File: src/rtl/fir_coeff_pkg.sv
// Shared types and sizes for the FIR coefficient load responder.
package fir_coeff_pkg;

    localparam int unsigned COEFF_W    = 16;
    localparam int unsigned NUM_COEFFS = 4;
    localparam int unsigned IDX_W      = $clog2(NUM_COEFFS);

    typedef enum logic [1:0] {
        IDLE  = 2'd0,
        WRITE = 2'd1,
        HOLD  = 2'd2
    } coeff_state_t;

    // Index that follows idx in load order, wrapping after the last coefficient.
    function automatic logic [IDX_W-1:0] next_idx(input logic [IDX_W-1:0] idx);
        next_idx = (idx == IDX_W'(NUM_COEFFS - 1)) ? '0 : idx + IDX_W'(1);
    endfunction

endpackage

File: src/rtl/coeff_regfile.sv
// Coefficient store: NUM_COEFFS registers, one synchronous write port,
// one combinational read port, and the "full set loaded" tracker.
module coeff_regfile
    import fir_coeff_pkg::*;
#(
    parameter int unsigned DATA_WIDTH = COEFF_W
) (
    input  logic                  clk,
    input  logic                  n_reset,
    input  logic                  we,
    input  logic [IDX_W-1:0]      widx,
    input  logic [DATA_WIDTH-1:0] wdata,
    input  logic [IDX_W-1:0]      rsel,
    output logic [DATA_WIDTH-1:0] rdata,
    output logic                  coeffs_valid
);

    logic [DATA_WIDTH-1:0] regs_q [NUM_COEFFS];
    logic [NUM_COEFFS-1:0] mask_q;
    logic [NUM_COEFFS-1:0] mask_d;

    // Mask after this write: index 0 starts a new set, others add their bit.
    always_comb begin
        mask_d = mask_q | (NUM_COEFFS'(1) << widx);
        if (widx == '0) begin
            mask_d = NUM_COEFFS'(1);
        end
    end

    // Storage, mask and valid flag all update on the write edge.
    always_ff @(posedge clk or negedge n_reset) begin
        if (!n_reset) begin
            for (int i = 0; i < int'(NUM_COEFFS); i++) begin
                regs_q[i] <= '0;
            end
            mask_q       <= '0;
            coeffs_valid <= 1'b0;
        end else if (we) begin
            regs_q[widx] <= wdata;
            mask_q       <= mask_d;
            coeffs_valid <= &mask_d;
        end
    end

    assign rdata = regs_q[rsel];

endmodule

File: src/rtl/coeff_load_responder.sv
// FIR-side responder to the coefficient loader handshake. Accepts one
// coefficient per load_coeff request, holds modwait for LOAD_CYCLES cycles
// and writes the value into coeff_regfile.
// Optional feature: define COEFF_ORDER_CHECK_EN to flag out-of-order indices
// on order_err; otherwise order_err is tied low.
module coeff_load_responder
    import fir_coeff_pkg::*;
#(
    parameter int unsigned DATA_WIDTH  = COEFF_W,
    parameter int unsigned LOAD_CYCLES = 2
) (
    input  logic                  clk,
    input  logic                  n_reset,
    input  logic                  load_coeff,
    input  logic [IDX_W-1:0]      coefficient_num,
    input  logic [DATA_WIDTH-1:0] coeff_data,
    input  logic [IDX_W-1:0]      coeff_sel,
    output logic                  modwait,
    output logic [DATA_WIDTH-1:0] coeff_out,
    output logic                  coeffs_valid,
    output logic                  order_err
);

    localparam int unsigned CNT_W = 4;
    localparam logic [CNT_W-1:0] HOLD_INIT =
        (LOAD_CYCLES > 1) ? CNT_W'(LOAD_CYCLES - 2) : '0;

    coeff_state_t          state_q, state_d;
    logic [CNT_W-1:0]      hold_cnt_q, hold_cnt_d;
    logic [IDX_W-1:0]      idx_q, idx_d;
    logic [DATA_WIDTH-1:0] data_q, data_d;
    logic                  modwait_d;
    logic                  accept_c;
    logic                  we_c;

    assign accept_c = (state_q == IDLE) && load_coeff;
    assign we_c     = (state_q == WRITE);

    // Next-state, hold counter, latched request and busy flag.
    always_comb begin
        state_d    = state_q;
        hold_cnt_d = hold_cnt_q;
        idx_d      = idx_q;
        data_d     = data_q;
        modwait_d  = 1'b0;
        unique case (state_q)
            IDLE: begin
                if (accept_c) begin
                    state_d   = WRITE;
                    idx_d     = coefficient_num;
                    data_d    = coeff_data;
                    modwait_d = 1'b1;
                end
            end
            WRITE: begin
                if (LOAD_CYCLES == 1) begin
                    state_d = IDLE;
                end else begin
                    state_d    = HOLD;
                    hold_cnt_d = HOLD_INIT;
                    modwait_d  = 1'b1;
                end
            end
            HOLD: begin
                if (hold_cnt_q == '0) begin
                    state_d = IDLE;
                end else begin
                    hold_cnt_d = hold_cnt_q - CNT_W'(1);
                    modwait_d  = 1'b1;
                end
            end
            default: begin
                state_d = IDLE;
            end
        endcase
    end

    // State register; modwait is its own flop so it is glitch-free.
    always_ff @(posedge clk or negedge n_reset) begin
        if (!n_reset) begin
            state_q    <= IDLE;
            hold_cnt_q <= '0;
            idx_q      <= '0;
            data_q     <= '0;
            modwait    <= 1'b0;
        end else begin
            state_q    <= state_d;
            hold_cnt_q <= hold_cnt_d;
            idx_q      <= idx_d;
            data_q     <= data_d;
            modwait    <= modwait_d;
        end
    end

`ifdef COEFF_ORDER_CHECK_EN
    logic [IDX_W-1:0] expected_q;
    logic             order_err_q;

    // Track the expected index; index 0 always starts a new set without error.
    always_ff @(posedge clk or negedge n_reset) begin
        if (!n_reset) begin
            expected_q  <= '0;
            order_err_q <= 1'b0;
        end else if (accept_c) begin
            expected_q  <= next_idx(coefficient_num);
            order_err_q <= (coefficient_num != '0) && (coefficient_num != expected_q);
        end else begin
            order_err_q <= 1'b0;
        end
    end

    assign order_err = order_err_q;
`else
    assign order_err = 1'b0;
`endif

    coeff_regfile #(
        .DATA_WIDTH (DATA_WIDTH)
    ) u_regfile (
        .clk          (clk),
        .n_reset      (n_reset),
        .we           (we_c),
        .widx         (idx_q),
        .wdata        (data_q),
        .rsel         (coeff_sel),
        .rdata        (coeff_out),
        .coeffs_valid (coeffs_valid)
    );

endmodule
File: config.mk
export PLATFORM = sky130hd
export DESIGN_NAME = coeff_load_responder
export DESIGN_NICKNAME = d
export VERILOG_FILES = /design/src/rtl/fir_coeff_pkg.sv /design/src/rtl/coeff_regfile.sv /design/src/rtl/coeff_load_responder.sv
export SDC_FILE = /design/constraint.sdc
export NUM_CORES = 1
export LEC_CHECK = 0
export CAP_MARGIN = 20
export CORE_MARGIN = 5
export CORE_UTILIZATION = 40
export DETAILED_ROUTE_END_ITERATION = 7
export REMOVE_ABC_BUFFERS = 1
export SYNTH_ARGS = -nofsm -noshare
export SYNTH_HDL_FRONTEND = slang
export SYNTH_SLANG_ARGS = --single-unit
export TNS_END_PERCENT = 50
File: constraint.sdc
create_clock -name clk -period 2.15 [get_ports clk]
set_input_delay 0.5375 -clock clk [delete_from_list [all_inputs] [get_ports clk]]
set_output_delay 0.5375 -clock clk [all_outputs]
set_load 0.02 [all_outputs]
* Yosys cells after proc, flatten, opt, wreduce, memory -nomap -nowiden
Index checks and enable logic that the tools add are counted.
Storage, ports and cells: flip-flop bits (word level) 94, latch bits 0, memory bits (writable) 0, bits in read-only memories 0, bits of input ports 23, logic and storage cells 49, memories 0
Operators by class: $add $sub $neg 1, $mul 0, div/mod/pow operators 0, magnitude comparators 3, eq/ne operators 5, shift operators 1, multiplexer cells 15, bitwise gates (word level) 3, reduce and logical (&&, ||, !) cells 10
Operators with widths (number):
- bitwise mux 64 bit | 1
- 2-to-1 mux 16 bit | 3
- binary-select mux 16 bit (select 2 bit) | 1
- demux 16 bit (select 2 bit) | 1
- 2-to-1 mux 4 bit | 2
- one-hot mux 4 bit (2 select lines) | 1
- >= comparator 3 bit (second input constant) | 2
- inequality test 2 bit (second input constant) | 3
- NOT 2 -> 3 bit | 2
- one-hot mux 2 bit (3 select lines) | 1
- AND reduction 2 bit | 3
- logical NOT 2 bit | 2
- logical NOT 4 bit | 1
- 2-to-1 mux 2 bit | 2
- OR 4 bit | 1
- AND reduction 4 bit | 1
- << shifter 1 x 2 -> 4 bit (first input constant) | 1
- subtractor 4 x 1 -> 4 bit (second input constant) | 1
- less-than comparator 3 x 1 -> 1 bit (second input constant) | 1
- one-hot mux 1 bit (3 select lines) | 1
- == test 2 x 1 -> 1 bit (second input constant) | 1
- == test 2 bit (second input constant) | 1
- logical AND 1 bit | 2
- 2-to-1 mux 1 bit | 2
- nonzero test 2 bit | 1

* Depth between registers and ports, before layout
Gate-level depths: netlist of the first run.
depth after elaboration 6, depth in mapped cells 6, mapped depth without buffers 5

* Hierarchy
From an unflattened synthesis of the first run, not the netlist that was laid out.
Second synthesis, totals: cells, all modules 259, area, all modules 4354.2 um^2
By module, submodules not included:
- coeff_regfile | instances 1, cells each 179, area an instance 3200.6 um^2, seq. area each 1726.7 um^2
- coeff_load_responder | instances 1, cells each 80, area an instance 1153.6 um^2, seq. area each 625.6 um^2

* Worst setup path before layout of the first run
OpenSTA, ideal clock, no wires.
path type input-to-output, start in coeff_sel[0], end out coeff_out[10], data arrival time 1.666 ns, required time 1.612 ns, path slack -0.053 ns, stages 3, buffers on the path 2, cell sequence buf_2 buf_2 mux4_2
Between the ends: word-level cells in the longest chain between the ends 4
RTL lines:
- start: declaration | line coeff_load_responder.sv:17 | input logic [IDX_W-1:0] coeff_sel,
- NOT 2 -> 3 bit (implied by the code) | line coeff_regfile.sv:45 | assign rdata = regs_q[rsel];
- binary-select mux 16 bit (select 2 bit) | line coeff_regfile.sv:45
- 2-to-1 mux 16 bit (implied by the code) (2 in a row) | line coeff_regfile.sv:45
- end: declaration | line coeff_load_responder.sv:19 | output logic [DATA_WIDTH-1:0] coeff_out,
No other way between the ends. The select of a mux whose other input is x is not followed.

* Worst setup path in the final report of the first run
start in coeff_sel[0], end out coeff_out[0]
The elaborated chain is that of the path after synthesis.

==> results of run 1 <==
[routing by layer]
| metal | vias up | global-route usage [%] | part of all wire (%) |
|---|---|---|---|
| met5 | - | 0 | 0 |
| met4 | 0 | 2.92 | 0.87 |
| met3 | 4 | 4.40 | 3.5 |
| met2 | 51 | 21.1 | 47 |
| met1 | 1167 | 19.0 | 48 |
| li1 | 1026 | - | - |
[critical path, cell delays in order]
cell	delay [ps]
clkbuf_4	170
buf_12	150
mux4_2	530
buf_2	180
[cells in the final DEF (no fill, tap or decap), types with 2 or more instances in the layout]
cell	Yosys	routed
nor3_1	2	2
buf_2	7	16
clkinv_2	0	3
mux2_2	73	73
dfrtp_1	94	94
a21oi_1	2	2
o21ai_0	6	6
buf_12	0	7
inv_1	6	6
nand2_1	5	5
mux2_4	9	9
nor3b_4	2	2
nand2b_1	2	2
mux4_2	16	16
clkdlybuf4s50_1	0	21
nor2b_1	2	2
clkbuf_8	0	11
o22ai_1	2	2
buf_4	1	4
[flip-flops by register name, summed over array words and instances, names as in the netlist]
| signal | cells |
|---|---|
| idx_q | 2 |
| u_regfile.mask_q | 4 |
| hold_cnt_q | 4 |
| state_q | 2 |
| data_q | 16 |
| u_regfile.coeffs_valid | 1 |
| modwait | 1 |
| u_regfile.regs_q | 64 |
[cell type report]
cell class,count,area share (%)
flip-flops and latches,94,47.9
multi-input cells,141,33.2
repair buffers,52,10.9
well taps,136,3.47
clock buffers,12,3.16
clock inverters,4,0.918
inverters,6,0.459
[where the power goes]
part           internal [W]  total [W]  leakage (nW)  switching [W]
sequential          0.00263    0.00328          1.14       0.000649
clock              0.000596    0.00117         0.106       0.000574
combinational       0.00144    0.00237         0.864       0.000936
total               0.00467    0.00683          2.11        0.00216
[worst max-delay path by stage]
stage	startpoint	end	slack, ps
after floorplan	state_q[0]	u_regfile.regs_q[32]	240
after global placement	coeff_sel[0]	coeff_out[8]	-730
after detailed placement	coeff_sel[0]	coeff_out[8]	-740
after CTS	coeff_sel[1]	coeff_out[7]	2
after global routing	coeff_sel[0]	coeff_out[0]	20
final	coeff_sel[0]	coeff_out[0]	40
[kinds of logic (layout without fill, tap and decap cells)]
family / Yosys count / in the layout
AOI/OAI and AO/OA: 18 / 18
adders and majority gates: 1 / 1
buffers and inverters: 22 / 74
DFF: 94 / 94
muxes: 98 / 98
other: 1 / 1
and+or+nand+nor: 23 / 23
[repair_timing]
action | 4_1_cts | 5_1_grt
buffers inserted | 1 | 0
gates cloned | 2 | 0
endpoints found under the setup margin | 16 | 9
gates resized for setup | 72 | 2
[stage by stage]
step,utilization [%],cell area (um2)
finish,48.2,4910
global route,48.2,4910
CTS,48.2,4910
detailed placement,46.3,4710
global placement,46.3,4710
floorplan,-,4000
==> impl_metrics.yaml, run 1 <==
synth:
  yosys_warnings: 0
  netlist.area_leader.share_pct: 57.1
  combinational_family_with_the_most_area_after_synthesis: "multiplexers"
  count_of_flip_flops_with_a_built_in_enable_after_synthesis: 0
  synth_area_um2: 4120
  ys_async_sr_fraction_pct: 100
  synthesis.instances: 257
  post_synth_most_frequent_cells: "dfrtp_1, mux2_2, mux4_2, mux2_4, buf_2"
  yosys.area_share.xor_xnor_pct: 0
  most_common_cell_in_the_synthesized_netlist: "dfrtp_1"
  synth.lib_cells_used.distinct: 38
  synth_simple_gate_area_share_pct: 4.31
  synth_top_area_cell: "dfrtp_1"
  synth.ff_latch_count: 94
  synth.top_cells.by_area: "dfrtp_1, mux2_2, mux4_2"
  synth_area_per_cell_um2: 16.0
  synth_seq_area_share_pct: 57.1
  synth_compound_area_share_pct: 2.86
  synth_top_flop_cell: "dfrtp_1"
  synthMuxAreaShare_pct: 32.0
  synth_fa_ha_area_share_pct: 0.304
die:
  start_util_pct: 40.4
  die_x_um: 111
  number_of_top_level_design_ports: 42
  fp.coreArea_um2: 10200
  std_cell_rows: 37
  die_h_um: 111
  floorplan.die_area_um2: 12400
power:
  totalPowerFinal_w: 0.00683
  leakage_power_nw: 2.11
  pwr_density_cell_nw_per_um2: 1390
  ir_worst_vdd_uv: 693
placed_design:
  portBuffers: 40
  placement.setup.worst_slack_ps: -742
  dpl.hpwl_um: 4780
  globalplace.congestion: 0.713
  dp.cells: 426
timing:
  maxSlewHeadroom_pct: 49.7
  rsz0062_at_grt: "false"
  skew_ps: 5.68
  worst-slew-pin-transition_ps: 753
  final-max-slew-violation-count: 0
  final_critical_path_setup_slack_ps: 40.6
  timing.final.hold_violations: 0
  hold_slack_ps: 108
  final_period_minus_worst_setup_slack_ps: 2110
  totalNegativeSetupSlack_ps: 0
  finalSetupViolCount: 0
  max_clock_freq_mhz: 474
  final_worst_path_period_share_pct: 98.1
clock_network:
  cts_root_buf: "clkbuf_8"
  cts.sinks: 94
  htree_num_levels: 3
  clkSlewWorstSetupHoldPaths_ps: 90
  max-clock-path-buffers: 2
  cts_buffers: 9
  clk_latency_ps: 350
  postCtsHoldBufs: 0
  tritoncts: "yes"
global_routing:
  grt_util_all_layers_pct: 13.6
  grt_max_degree: 42
  wire_length_of_the_first_global_routing_pass_um: 13300
  globalRoute.totalOverflow: 0
  number_of_global_route_vias_before_repair: 2462
  grt_antenna_before_repair: 0
route:
  drt_pre_antenna_iters: 4
  drt_first_iter_violations: 51
  avgViaCountPerCell: 5.05
  drt_drc_violations_left: 0
  drt-wirelength-per-cell_um: 17.8
  via_count: 2248
  finalWirelength_um: 7910
  detail-route-antenna-nets: 0
outcome:
  run_status: "finished, final reports clean"
layout:
  register_area_um2: 2350
  insertedDiodeCount: 0
  layout-drive-gt1-share_pct: 48.9
  number_of_non_filler_instances_in_the_completed_layout: 445
  multi_input_comb_area_um2: 1630
  fillerInstances: 932
  post_layout_net_count: 328
  area_growth_pct: 19.2
critical_path:
  setup.reg_to_reg.worst_slack_ps: 170
  r2r_end: "u_regfile.regs_q[9]"
  regToRegStartpoint: "state_q[0]"
  critPathKind: "in2out"
  critPathLaunchType: "primary input"
  worst_ep_required_time_ps: 1610
  cp-end-kind: "output port"
  worst-r2r-cell-count: 2
  worstPathMaxFanout: 8
  arrival_ps: 1570
hold_path:
  timing.hold.worst.class: "in2async"
flow_run:
  max-cap-violations: 0
Power figures use the tool's default switching activity.
==> run 2: changes to the inputs <==
- CORE_ASPECT_RATIO: unset -> 2
- DONT_BUFFER_PORTS: unset -> 1
==> impl_metrics.yaml, run 2 (synthesized netlist as in run 1, its figures left out) <==
route:
  drt-wirelength-per-cell_um: 19.0
  detail-route-antenna-nets: 0
  wl_met1_um: 3130
  via_count: 2075
  topRoutingLayerUsed: "met4"
  route.met2.wl_um: 3990
  avgViaCountPerCell: 5.23
  drt_drc_violations_left: 0
  detailroute.wirelength.met3_um: 273
  drt_first_iter_violations: 97
  finalWirelength_um: 7530
  drt_pre_antenna_iters: 4
global_routing:
  grt_util_all_layers_pct: 13.3
  grt_antenna_before_repair: 0
  wire_length_of_the_first_global_routing_pass_um: 12400
  globalRoute.totalOverflow: 0
  grt_max_degree: 95
  number_of_global_route_vias_before_repair: 2274
layout:
  multi_input_comb_area_um2: 1630
  layout_commonest_cell: "dfrtp_1"
  register_area_um2: 2350
  insertedDiodeCount: 0
  layout_top_registers: "u_regfile.regs_q: 64 flops, data_q: 16 flops"
  largest_register_ffs: 64
  post_layout_net_count: 281
  final_cell_mix: "dfrtp_1, mux2_2, mux4_2"
  area_growth_pct: 9.45
  regMostFlops: "u_regfile.regs_q"
  layout-drive-gt1-share_pct: 46.9
  fillerInstances: 901
  layout.core_utilization_pct: 44.7
timing:
  final_critical_path_setup_slack_ps: 321
  worst-slew-pin-transition_ps: 637
  hold_slack_ps: -97.7
  maxSlewHeadroom_pct: 57.4
  rsz0062_at_grt: "false"
  final_worst_path_period_share_pct: 85.1
  finalSetupViolCount: 0
  totalNegativeSetupSlack_ps: 0
  max_clock_freq_mhz: 547
  skew_ps: 5.39
  final_period_minus_worst_setup_slack_ps: 1830
  final-max-slew-violation-count: 0
  timing.final.hold_violations: 94
outcome:
  run_status: "complete, but fails checks"
  violations: "hold timing"
clock_network:
  cts_buffers: 9
  clk_latency_ps: 330
  htree_num_levels: 3
  cts.sinks: 94
  max-clock-path-buffers: 2
  cts_repair_resize_count: 0
  clkSlewWorstSetupHoldPaths_ps: 60
  cts_post_setup_buffers_inserted: 0
  tritoncts: "yes"
  cts_root_buf: "clkbuf_16"
die:
  die_x_um: 81.7
  floorplan.die_area_um2: 12500
  number_of_top_level_design_ports: 42
  die_h_um: 153
  fp.coreArea_um2: 10100
  start_util_pct: 40.8
  std_cell_rows: 52
placed_design:
  globalplace.congestion: 0.828
  placement.setup.worst_slack_ps: 272
  portBuffers: 0
  dpl.hpwl_um: 4990
power:
  pwr_density_cell_nw_per_um2: 1530
  ir_worst_vdd_uv: 687
  leakage_power_nw: 1.89
  totalPowerFinal_w: 0.00688
critical_path:
  worst_ep_required_time_ps: 2360
  critPathLaunchType: "flip-flop"
  critPathKind: "reg2reg"
  arrival_ps: 2040
  cp-end-kind: "flip-flop"
  worstPathMaxFanout: 17
hold_path:
  timing.hold.worst.class: "in2async"
flow_run:
  max-cap-violations: 0
## run 2: cell count changes in the layout (fill, tap and decap cells not counted), sizes merged
| cell | change |
|---|---|
| clkinv | -1 |
| buf | -23 |
| clkdlybuf4s50 | -21 |
| clkbuf | -2 |
| clkinvlp | +1 |
| bufbuf | -1 |
## run 2: worst paths after layout
check	from	end	slack, ps	depth (start not counted)
min in group clk	coeff_data[12]	data_q[12]	350	1
hold reg to reg	u_regfile.mask_q[0]	u_regfile.mask_q[0]	490	1
setup / recovery	state_q[0]	u_regfile.regs_q[7]	320	2
hold / removal	n_reset	data_q[4]	-100	0
setup reg to reg	state_q[0]	u_regfile.regs_q[7]	320	2
max in group asynchronous	n_reset	data_q[3]	2110	0
## run 2: power breakdown
group | switching [W] | internal [W]
registers | 0.000656 | 0.00264
logic | 0.000826 | 0.00123
clock network | 0.000624 | 0.000898
## run 2: cell type report
class                           count  area share [%]
Tap cell                          135            3.75
Sequential cell                    94            52.2
Clock buffer                       12            5.25
Timing Repair Buffer                5            1.11
Clock inverter                      4            1.05
Multi-Input combinational cell    141            36.1
Inverter                            6           0.500
## run 2: layer usage
layer,up-vias,global-route usage (%)
li1,935,-
met4,0,6.18
met3,9,3.00
met1,1101,16.3
met2,30,21.7
met5,-,0
## run 2: critical path: stages (launching register included)
cell and delay [ps]:
dfrtp_1 620, nand4_2 600, mux2_2 480
## run 2: metrics by stage
stage               std cells  instance area (um2)
detailed placement        381                 4220
global placement          381                 4220
CTS                       397                 4510
floorplan                 241                 4000
finish                    397                 4510
global route              397                 4510
==> run 3: changes to the inputs <==
--- a/config.mk
+++ b/config.mk
@@ -9,3 +9,2 @@
 export CORE_ASPECT_RATIO = 2
-export CORE_MARGIN = 5
 export CORE_UTILIZATION = 40
==> constraint.sdc (replaced) <==
create_clock -name clk -period 2.15 [get_ports clk]
set_input_delay 0.3225 -clock clk [delete_from_list [all_inputs] [get_ports clk]]
set_output_delay 0.3225 -clock clk [all_outputs]
set_load 0.02 [all_outputs]
==> impl_metrics.yaml, run 3 (synthesized netlist as in run 1, its figures left out) <==
outcome:
  run_status: "complete, but fails checks"
  violations: "hold timing"
route:
  drt_pre_antenna_iters: 4
  avgViaCountPerCell: 5.22
  drt_first_iter_violations: 100
  detail-route-antenna-nets: 0
  via_count: 2073
  finalWirelength_um: 7440
  drt-wirelength-per-cell_um: 18.7
  drt_drc_violations_left: 0
clock_network:
  cts_repair_resize_count: 0
  htree_num_levels: 3
  clk_latency_ps: 340
  cts_root_buf: "clkbuf_16"
  tritoncts: "yes"
  cts_post_setup_buffers_inserted: 0
  clkSlewWorstSetupHoldPaths_ps: 70
  cts_buffers: 9
  cts.sinks: 94
  max-clock-path-buffers: 2
critical_path:
  cp-end-kind: "flip-flop"
  worstPathMaxFanout: 17
  worst_ep_required_time_ps: 2370
  critical-path-slowest-cell: "dfrtp_1"
  worst-r2r-cell-count: 2
  setup.reg_to_reg.worst_slack_ps: 340
  cp_slowest_stage_delay_ps: 630
  critPathKind: "reg2reg"
  arrival_ps: 2020
  crit_path_cell_trace: "nand4_2 -> mux2_2"
  r2r_end: "u_regfile.regs_q[15]"
  critPathLaunchType: "flip-flop"
  regToRegStartpoint: "state_q[0]"
power:
  leakage_power_nw: 1.93
  pwr-share-comb_pct: 28.7
  power.share.clock_pct: 25.2
  pwr_density_cell_nw_per_um2: 1570
  share_of_power_burned_in_registers_pct: 46.1
  sw_frac_of_total_pct: 29.7
  p_sw_w: 0.00213
  internal_power_w: 0.00504
  ir_worst_vdd_uv: 621
placed_design:
  dpl.hpwl_um: 4750
  portBuffers: 0
  globalplace.congestion: 0.745
  placement.cell_area_um2: 4220
  placement.setup.worst_slack_ps: 251
die:
  die_h_um: 145
  die_x_um: 73.7
  number_of_top_level_design_ports: 42
  start_util_pct: 40.8
  fp.coreArea_um2: 10100
  std_cell_rows: 52
  floorplan.die_area_um2: 10700
timing:
  final-max-slew-violation-count: 0
  final_period_minus_worst_setup_slack_ps: 1810
  skew_ps: 6.99
  final_critical_path_setup_slack_ps: 344
  worst-slew-pin-transition_ps: 606
  rsz0062_at_grt: "false"
  finalSetupViolCount: 0
  max_clock_freq_mhz: 554
  maxSlewHeadroom_pct: 59.5
  timing.final.hold_violations: 94
  hold_slack_ps: -324
  totalNegativeSetupSlack_ps: 0
  final_worst_path_period_share_pct: 84.0
global_routing:
  grt_use_met3_pct: 2.98
  wire_length_of_the_first_global_routing_pass_um: 12600
  grt_max_degree: 95
  use_met1_pct: 21.1
  gr-usage-met2_pct: 25.0
  globalRoute.busiestLayer: "met2"
  grt_util_all_layers_pct: 16.0
  grt_antenna_before_repair: 0
  number_of_global_route_vias_before_repair: 2292
  globalRoute.totalOverflow: 0
layout:
  layout_commonest_cell: "dfrtp_1"
  area_growth_pct: 11.0
  layout_top_registers: "u_regfile.regs_q: 64 flops, data_q: 16 flops"
  layout-drive-gt1-share_pct: 48.1
  post_layout_net_count: 281
  final_cell_area_um2: 4570
  fillerInstances: 915
  final_cell_mix: "dfrtp_1, mux2_2, mux4_2"
  insertedDiodeCount: 0
  largest_register_ffs: 64
  layout.core_utilization_pct: 45.3
  regMostFlops: "u_regfile.regs_q"
flow_run:
  max-cap-violations: 0
hold_path:
  timing.hold.worst.class: "in2async"
run 3: cell types whose count changed in the layout (fill, tap and decap cells not counted):
cell	delta
clkinv_4	+1
bufinv_16	+2
clkbuf_1	-3
clkinvlp_4	-1
clkbuf_8	+1
run 3: metal layers:
layer,wire length (um),vias up
met5,0,-
met4,144,0
met1,3200,1104
met2,3850,31
li1,-,931
met3,240,7
run 3: critical path, delay by kind of cell (launching register included):
| kind | cells | cell delay, ps |
|---|---|---|
| simple gates | 1 | 580 |
| mux | 1 | 470 |
| flops | 1 | 630 |
run 3: power by group through the flow:
stage | Sequential, W | Combinational (W) | Clock, W
finish | 0.00330 | 0.00206 | 0.00180
global route | 0.00344 | 0.00223 | 0.00193
CTS | 0.00330 | 0.00210 | 0.00186
detailed placement | 0.00333 | 0.00210 | 0
global placement | 0.00329 | 0.00205 | 0
floorplan | 0.00311 | 0.00179 | 0
run 3: worst max path at each step:
stage / end / cells after the start / start / slack (ps)
2_1_floorplan: u_regfile.regs_q[32] / 3 / state_q[0] / 240
3_3_place_gp: u_regfile.regs_q[15] / 2 / state_q[0] / 290
3_5_place_dp: u_regfile.regs_q[5] / 2 / state_q[0] / 250
4_1_cts: u_regfile.regs_q[15] / 2 / state_q[0] / 280
5_1_grt: u_regfile.regs_q[9] / 2 / state_q[0] / 200
6_report: u_regfile.regs_q[15] / 2 / state_q[0] / 340
run 3: layout make-up:
class	count	area (um2)	share of cell area, %
sequential	94	2350	51.5
tap	135	169	3.70
clock buffer	10	239	5.23
multi-input combinational	141	1630	35.6
inverter	6	22.5	0.493
timing repair buffer	5	50.0	1.09
clock inverter	6	109	2.38
run 3: metrics by stage:
| step | power [W] | cells |
|---|---|---|
| detailed placement | 0.00543 | 381 |
| global route | 0.00760 | 397 |
| global placement | 0.00534 | 381 |
| floorplan | 0.00490 | 241 |
| finish | 0.00717 | 397 |
| CTS | 0.00726 | 397 |
==> RTL edit 1 (flow settings as in run 1) <==
Re-encode `coeff_state_t` (3 states) as one-hot, 3 bits wide.
--- a/src/rtl/fir_coeff_pkg.sv
+++ b/src/rtl/fir_coeff_pkg.sv
@@ -5,10 +5,10 @@
     localparam int unsigned NUM_COEFFS = 4;
     localparam int unsigned IDX_W      = $clog2(NUM_COEFFS);
 
-    typedef enum logic [1:0] {
-        IDLE  = 2'd0,
-        WRITE = 2'd1,
-        HOLD  = 2'd2
+    typedef enum logic [2:0] {
+        IDLE  = 3'b001,
+        WRITE = 3'b010,
+        HOLD  = 3'b100
     } coeff_state_t;
 
     // Index that follows idx in load order, wrapping after the last coefficient.
Check against the original RTL: same outputs for any inputs over 4 cycles, from zero or initial values and one cycle with n_reset low; so few cycles prove little.
==> RTL edit 1 against run 1 <==
- final area decreased by 1.1%
- largest cell class unchanged
- power fell by 9.0%
- critical path depth unchanged
- critical path type unchanged
- combinational power decreased by 20%
- worst setup slack gained 0.048 ns
- sequential cell count is 1 higher
- routed wire length decreased by 0.54%
- synthesized area is 2.2% lower
==> RTL edit 1: results <==
export IMPL_status="complete, no violations"
export IMPL_h_tree_depth=3
export IMPL_synthCells=251
export IMPL_grt_max_degree=42
export IMPL_gp_congestion=0.739
export IMPL_first_pass_iters=4
export IMPL_min_path_type="in -> async"
export IMPL_hpwl_um=5010
export IMPL_finalNetCount=326
export IMPL_skew_ns=0.00868
export IMPL_cp_max_fo=8
export IMPL_grt_pass1_vias=2333
export IMPL_drtIter0Drc=49
export IMPL_dp_cells=422
export IMPL_ys_flop_type="dfrtp_1"
export IMPL_timing_max_slew_rel_slack_pct=62.2
export IMPL_post_cts_buffers=0
export IMPL_grt_pass1_wl_um=13200
export IMPL_cts_resized=73
export IMPL_dp_slack_ns=-0.737
export IMPL_instances_no_fill=440
export IMPL_clockBufferDepth=2
export IMPL_ir_drop_uv=606
export IMPL_yosysWarnings=0
export IMPL_drive_gt1_share_pct=47.6
export IMPL_largestRegisters="u_regfile.regs_q (64), data_q (16)"
export IMPL_grt_usage_pct=14.5
export IMPL_yosysSeqAreaShare_pct=59.0
export IMPL_synthTopCellsByArea="dfrtp_1 58%, mux2_2 21%, mux4_2 8.9%"
export IMPL_switching_power_mw=1.91
export IMPL_synth_compound_area_share_pct=1.37
export IMPL_cts_buffers=9
export IMPL_yosysUniqueCellTypes=32
export IMPL_synthXorXnorAreaFrac_pct=0
export IMPL_synth_mux_area_share_pct=32.9
export IMPL_async_reset_ff_share_pct=100
export IMPL_n_fill_cell=913
export IMPL_drtAntennaViolNets=0
export IMPL_cp_arrival_ns=1.52
export IMPL_drt_wl_total_um=7870
export IMPL_io_buffers=40
export IMPL_ys_top_cells_by_count="94 x dfrtp_1, 74 x mux2_2, 16 x mux4_2, 8 x mux2_1, 8 x nand2_1"
export IMPL_clk_pin_slew_ns=0.09
export IMPL_routed_via_density=5.13
export IMPL_yosys_area_share_adder_pct=0.311
export IMPL_antenna_found_initial=0
export IMPL_clock_latency_ns=0.34
export IMPL_cpPeakStageDelay_ns=0.51
export IMPL_p_leak_nw=2.21
export IMPL_period_needed_ns=2.06
RTL edit 1: worst paths after layout:
check,startpoint,endpoint,slack [ns],cells after the start
worst max-delay path,coeff_sel[0],coeff_out[6],0.09,4
worst min register to register,hold_cnt_q[3],hold_cnt_q[3],0.48,1
worst max register to register,state_q[2],u_regfile.regs_q[49],0.37,4
max in group asynchronous,n_reset,u_regfile.coeffs_valid,1.35,2
worst min-delay path,n_reset,modwait,0.17,1
min in group clk,hold_cnt_q[3],hold_cnt_q[3],0.48,1
RTL edit 1: routing by layer:
| layer | wire length [um] | GRT usage, % |
|---|---|---|
| met5 | 0 | 0 |
| met4 | 42 | 3.17 |
| met3 | 382 | 3.49 |
| met2 | 3600 | 20.9 |
| met1 | 3840 | 22.2 |
RTL edit 1: through the flow:
| stage | hold slack, ns | area [um2] |
|---|---|---|
| after floorplan | 0.242 | 3950 |
| after global placement | 0.453 | 4680 |
| after CTS | 0.178 | 4860 |
| after detailed placement | 0.462 | 4680 |
| after global routing | 0.201 | 4850 |
| final | 0.167 | 4850 |
RTL edit 1: cell type report:
type / count / area share (%)
flip-flops and latches: 95 / 49.0
multi-input cells: 139 / 32.2
repair buffers: 54 / 11.0
well taps: 133 / 3.43
clock buffers: 12 / 2.99
clock inverters: 4 / 1.11
inverters: 3 / 0.232
RTL edit 1: power groups by stage:
| stage | registers [mW] | clock network (mW) | logic, mW |
|---|---|---|---|
| after global routing | 3.25 | 1.30 | 2.09 |
| after global placement | 3.15 | 0 | 2.04 |
| after floorplan | 2.99 | 0 | 1.38 |
| after CTS | 3.13 | 1.23 | 1.95 |
| after detailed placement | 3.16 | 0 | 2.08 |
| final | 3.13 | 1.19 | 1.90 |
RTL edit 1: critical path, delay by kind of cell:
family                 cells  cell delay [ns]
multiplexers               1             0.51
buffers and inverters      3             0.48
==> RTL edit 2 (flow settings as in run 1) <==
Made on the original files. Add a define of `COEFF_ORDER_CHECK_EN`.
--- a/src/rtl/coeff_load_responder.sv
+++ b/src/rtl/coeff_load_responder.sv
@@ -3,6 +3,8 @@
 // and writes the value into coeff_regfile.
 // Optional feature: define COEFF_ORDER_CHECK_EN to flag out-of-order indices
 // on order_err; otherwise order_err is tied low.
+`define COEFF_ORDER_CHECK_EN
+
 module coeff_load_responder
     import fir_coeff_pkg::*;
 #(
Function: changed (a bounded check fails within 4 cycles, from zero or initial values and one cycle with n_reset low).
==> RTL edit 2 against run 1 <==
- sequential power rose by 2%
- synthesized area increased by 2.6%
- utilization is 1.1 points higher
- power up 3.7%
- sequential share of layout area shrank 0.22 points
- clock power increased by 11%
- sequential cell count grew 3
- routed wire length barely moved
- final area grew 3.7%
- fmax increased by 0.30%
- worst setup slack gained 0.0064 ns
==> RTL edit 2: results <==
export IMPL_hpwl_um=5060
export IMPL_worstRegToRegCells=4
export IMPL_first_pass_iters=4
export IMPL_root_buffer="clkbuf_8"
export IMPL_grt_pass1_wl_um=13500
export IMPL_io_buffers=41
export IMPL_tns_ns=0
export IMPL_p_leak_nw=2.16
export IMPL_min_path_type="in -> async"
export IMPL_cp_max_fo=8
export IMPL_holdWs_ns=0.120
export IMPL_synth_area_per_cell_um2=15.7
export IMPL_routed_via_density=5.04
export IMPL_cp_arrival_ns=1.57
export IMPL_drt_wl_total_um=7910
export IMPL_worstReg2RegEnd="u_regfile.regs_q[0]"
export IMPL_h_tree_depth=3
export IMPL_ir_drop_uv=537
export IMPL_yosysUniqueCellTypes=31
export IMPL_yosysWarnings=0
export IMPL_clock_latency_ns=0.36
export IMPL_swShare_pct=31.7
export IMPL_instances_no_fill=461
export IMPL_cp_slowest_cell="mux4_2"
export IMPL_yosysSeqAreaShare_pct=57.5
export IMPL_grt_pass1_vias=2514
export IMPL_largestRegisters="u_regfile.regs_q (64), data_q (16)"
export IMPL_dp_cells=443
export IMPL_r2r_setup_slack_ns=0.37
export IMPL_finalNetCount=346
export IMPL_skew_ns=0.0112
export IMPL_diodes=0
export IMPL_clk_pin_slew_ns=0.09
export IMPL_cpPeakStageDelay_ns=0.51
export IMPL_status="complete, no violations"
export IMPL_timing_max_slew_rel_slack_pct=61.7
export IMPL_synthTopCellsByArea="dfrtp_1 57%, mux2_2 23%, mux4_2 8.5%"
export IMPL_drtIter0Drc=54
export IMPL_gp_congestion=0.747
export IMPL_ys_top_cells_by_count="97 x dfrtp_1, 85 x mux2_2, 16 x mux4_2, 8 x buf_2, 8 x o21ai_0"
export IMPL_timing_rr_start="state_q[1]"
export IMPL_antenna_found_initial=0
export IMPL_clockBufferDepth=2
export IMPL_grt_usage_pct=13.4
export IMPL_ys_flop_type="dfrtp_1"
export IMPL_drive_gt1_share_pct=48.0
export IMPL_async_reset_ff_share_pct=100
export IMPL_grt_max_degree=36
export IMPL_cts_buffers=9
-- RTL edit 2: cell types whose count changed in the layout (fill, tap and decap cells not counted), sizes merged, moves of 3 or more --
cell      delta
clkbuf       -4
buf          +3
clkinv       -3
clkinvlp     +3
dfrtp        +3
mux2         +3
-- RTL edit 2: critical path, delay by kind of cell --
kind                   cells  cell delay (ns)
muxes                      1             0.51
buffers and inverters      3             0.50
-- RTL edit 2: cell families after synthesis --
kind of cell / after synthesis / share of synthesized area [%]
buffers and inverters: 21 / 2.73
XOR/XNOR: 2 / 0.415
AO/OA/AOI/OAI: 17 / 2.61
multiplexers: 101 / 31.2
adder cells (fa/ha/maj): 3 / 0.889
AND/OR/NAND/NOR: 28 / 4.68
flip-flops: 97 / 57.5
-- RTL edit 2: layout make-up --
type / instances / area (um2)
fillers: 899 / 5240
clock inverters: 6 / 91.3
well taps: 136 / 170
clock buffers: 10 / 128
repair buffers: 55 / 563
inverters: 6 / 22.5
multi-input cells: 151 / 1690
flip-flops and latches: 97 / 2430
-- RTL edit 2: power by group through the flow --
stage | clock network (mW) | registers [mW] | logic [mW]
floorplan | 0 | 3.21 | 1.78
global placement | 0 | 3.34 | 2.58
detailed placement | 0 | 3.36 | 2.64
CTS | 1.34 | 3.33 | 2.50
global route | 1.41 | 3.46 | 2.70
finish | 1.30 | 3.33 | 2.45
-- RTL edit 2: worst max-delay path by stage --
stage                  from            end  slack [ns]  depth (start not counted)
2_1_floorplan    load_coeff      data_q[0]       -0.53                          2
3_3_place_gp   coeff_sel[0]  coeff_out[11]       -0.74                          4
3_5_place_dp   coeff_sel[0]  coeff_out[15]       -0.74                          4
4_1_cts        coeff_sel[1]   coeff_out[9]       0.002                          4
5_1_grt        coeff_sel[0]  coeff_out[15]       0.009                          4
6_report       coeff_sel[0]  coeff_out[15]        0.05                          4
-- RTL edit 2: timing repair --
| action | CTS | global route |
|---|---|---|
| buffers inserted | 0 | 0 |
| hold buffers | 0 | 0 |
| hold endpoints to repair | 0 | 0 |
| gates resized for setup | 72 | 1 |
| pin swaps | 0 | 0 |
| cloned | 2 | 0 |
| setup endpoints to repair | 16 | 5 |
-- RTL edit 2: stage by stage --
stage	worst slack, ns	area, um2
CTS	0.00154	5090
detailed placement	-0.738	4890
global route	0.00868	5090
global placement	-0.742	4890
floorplan	-0.531	4130
finish	0.0469	5090
-- RTL edit 2: routing by layer --
layer	vias up	GRT usage [%]	part of all wire, %
met2	29	21.4	49
met1	1210	18.6	47
li1	1075	-	-
met4	0	4.57	1.5
met5	-	0	0
met3	10	2.35	3.0
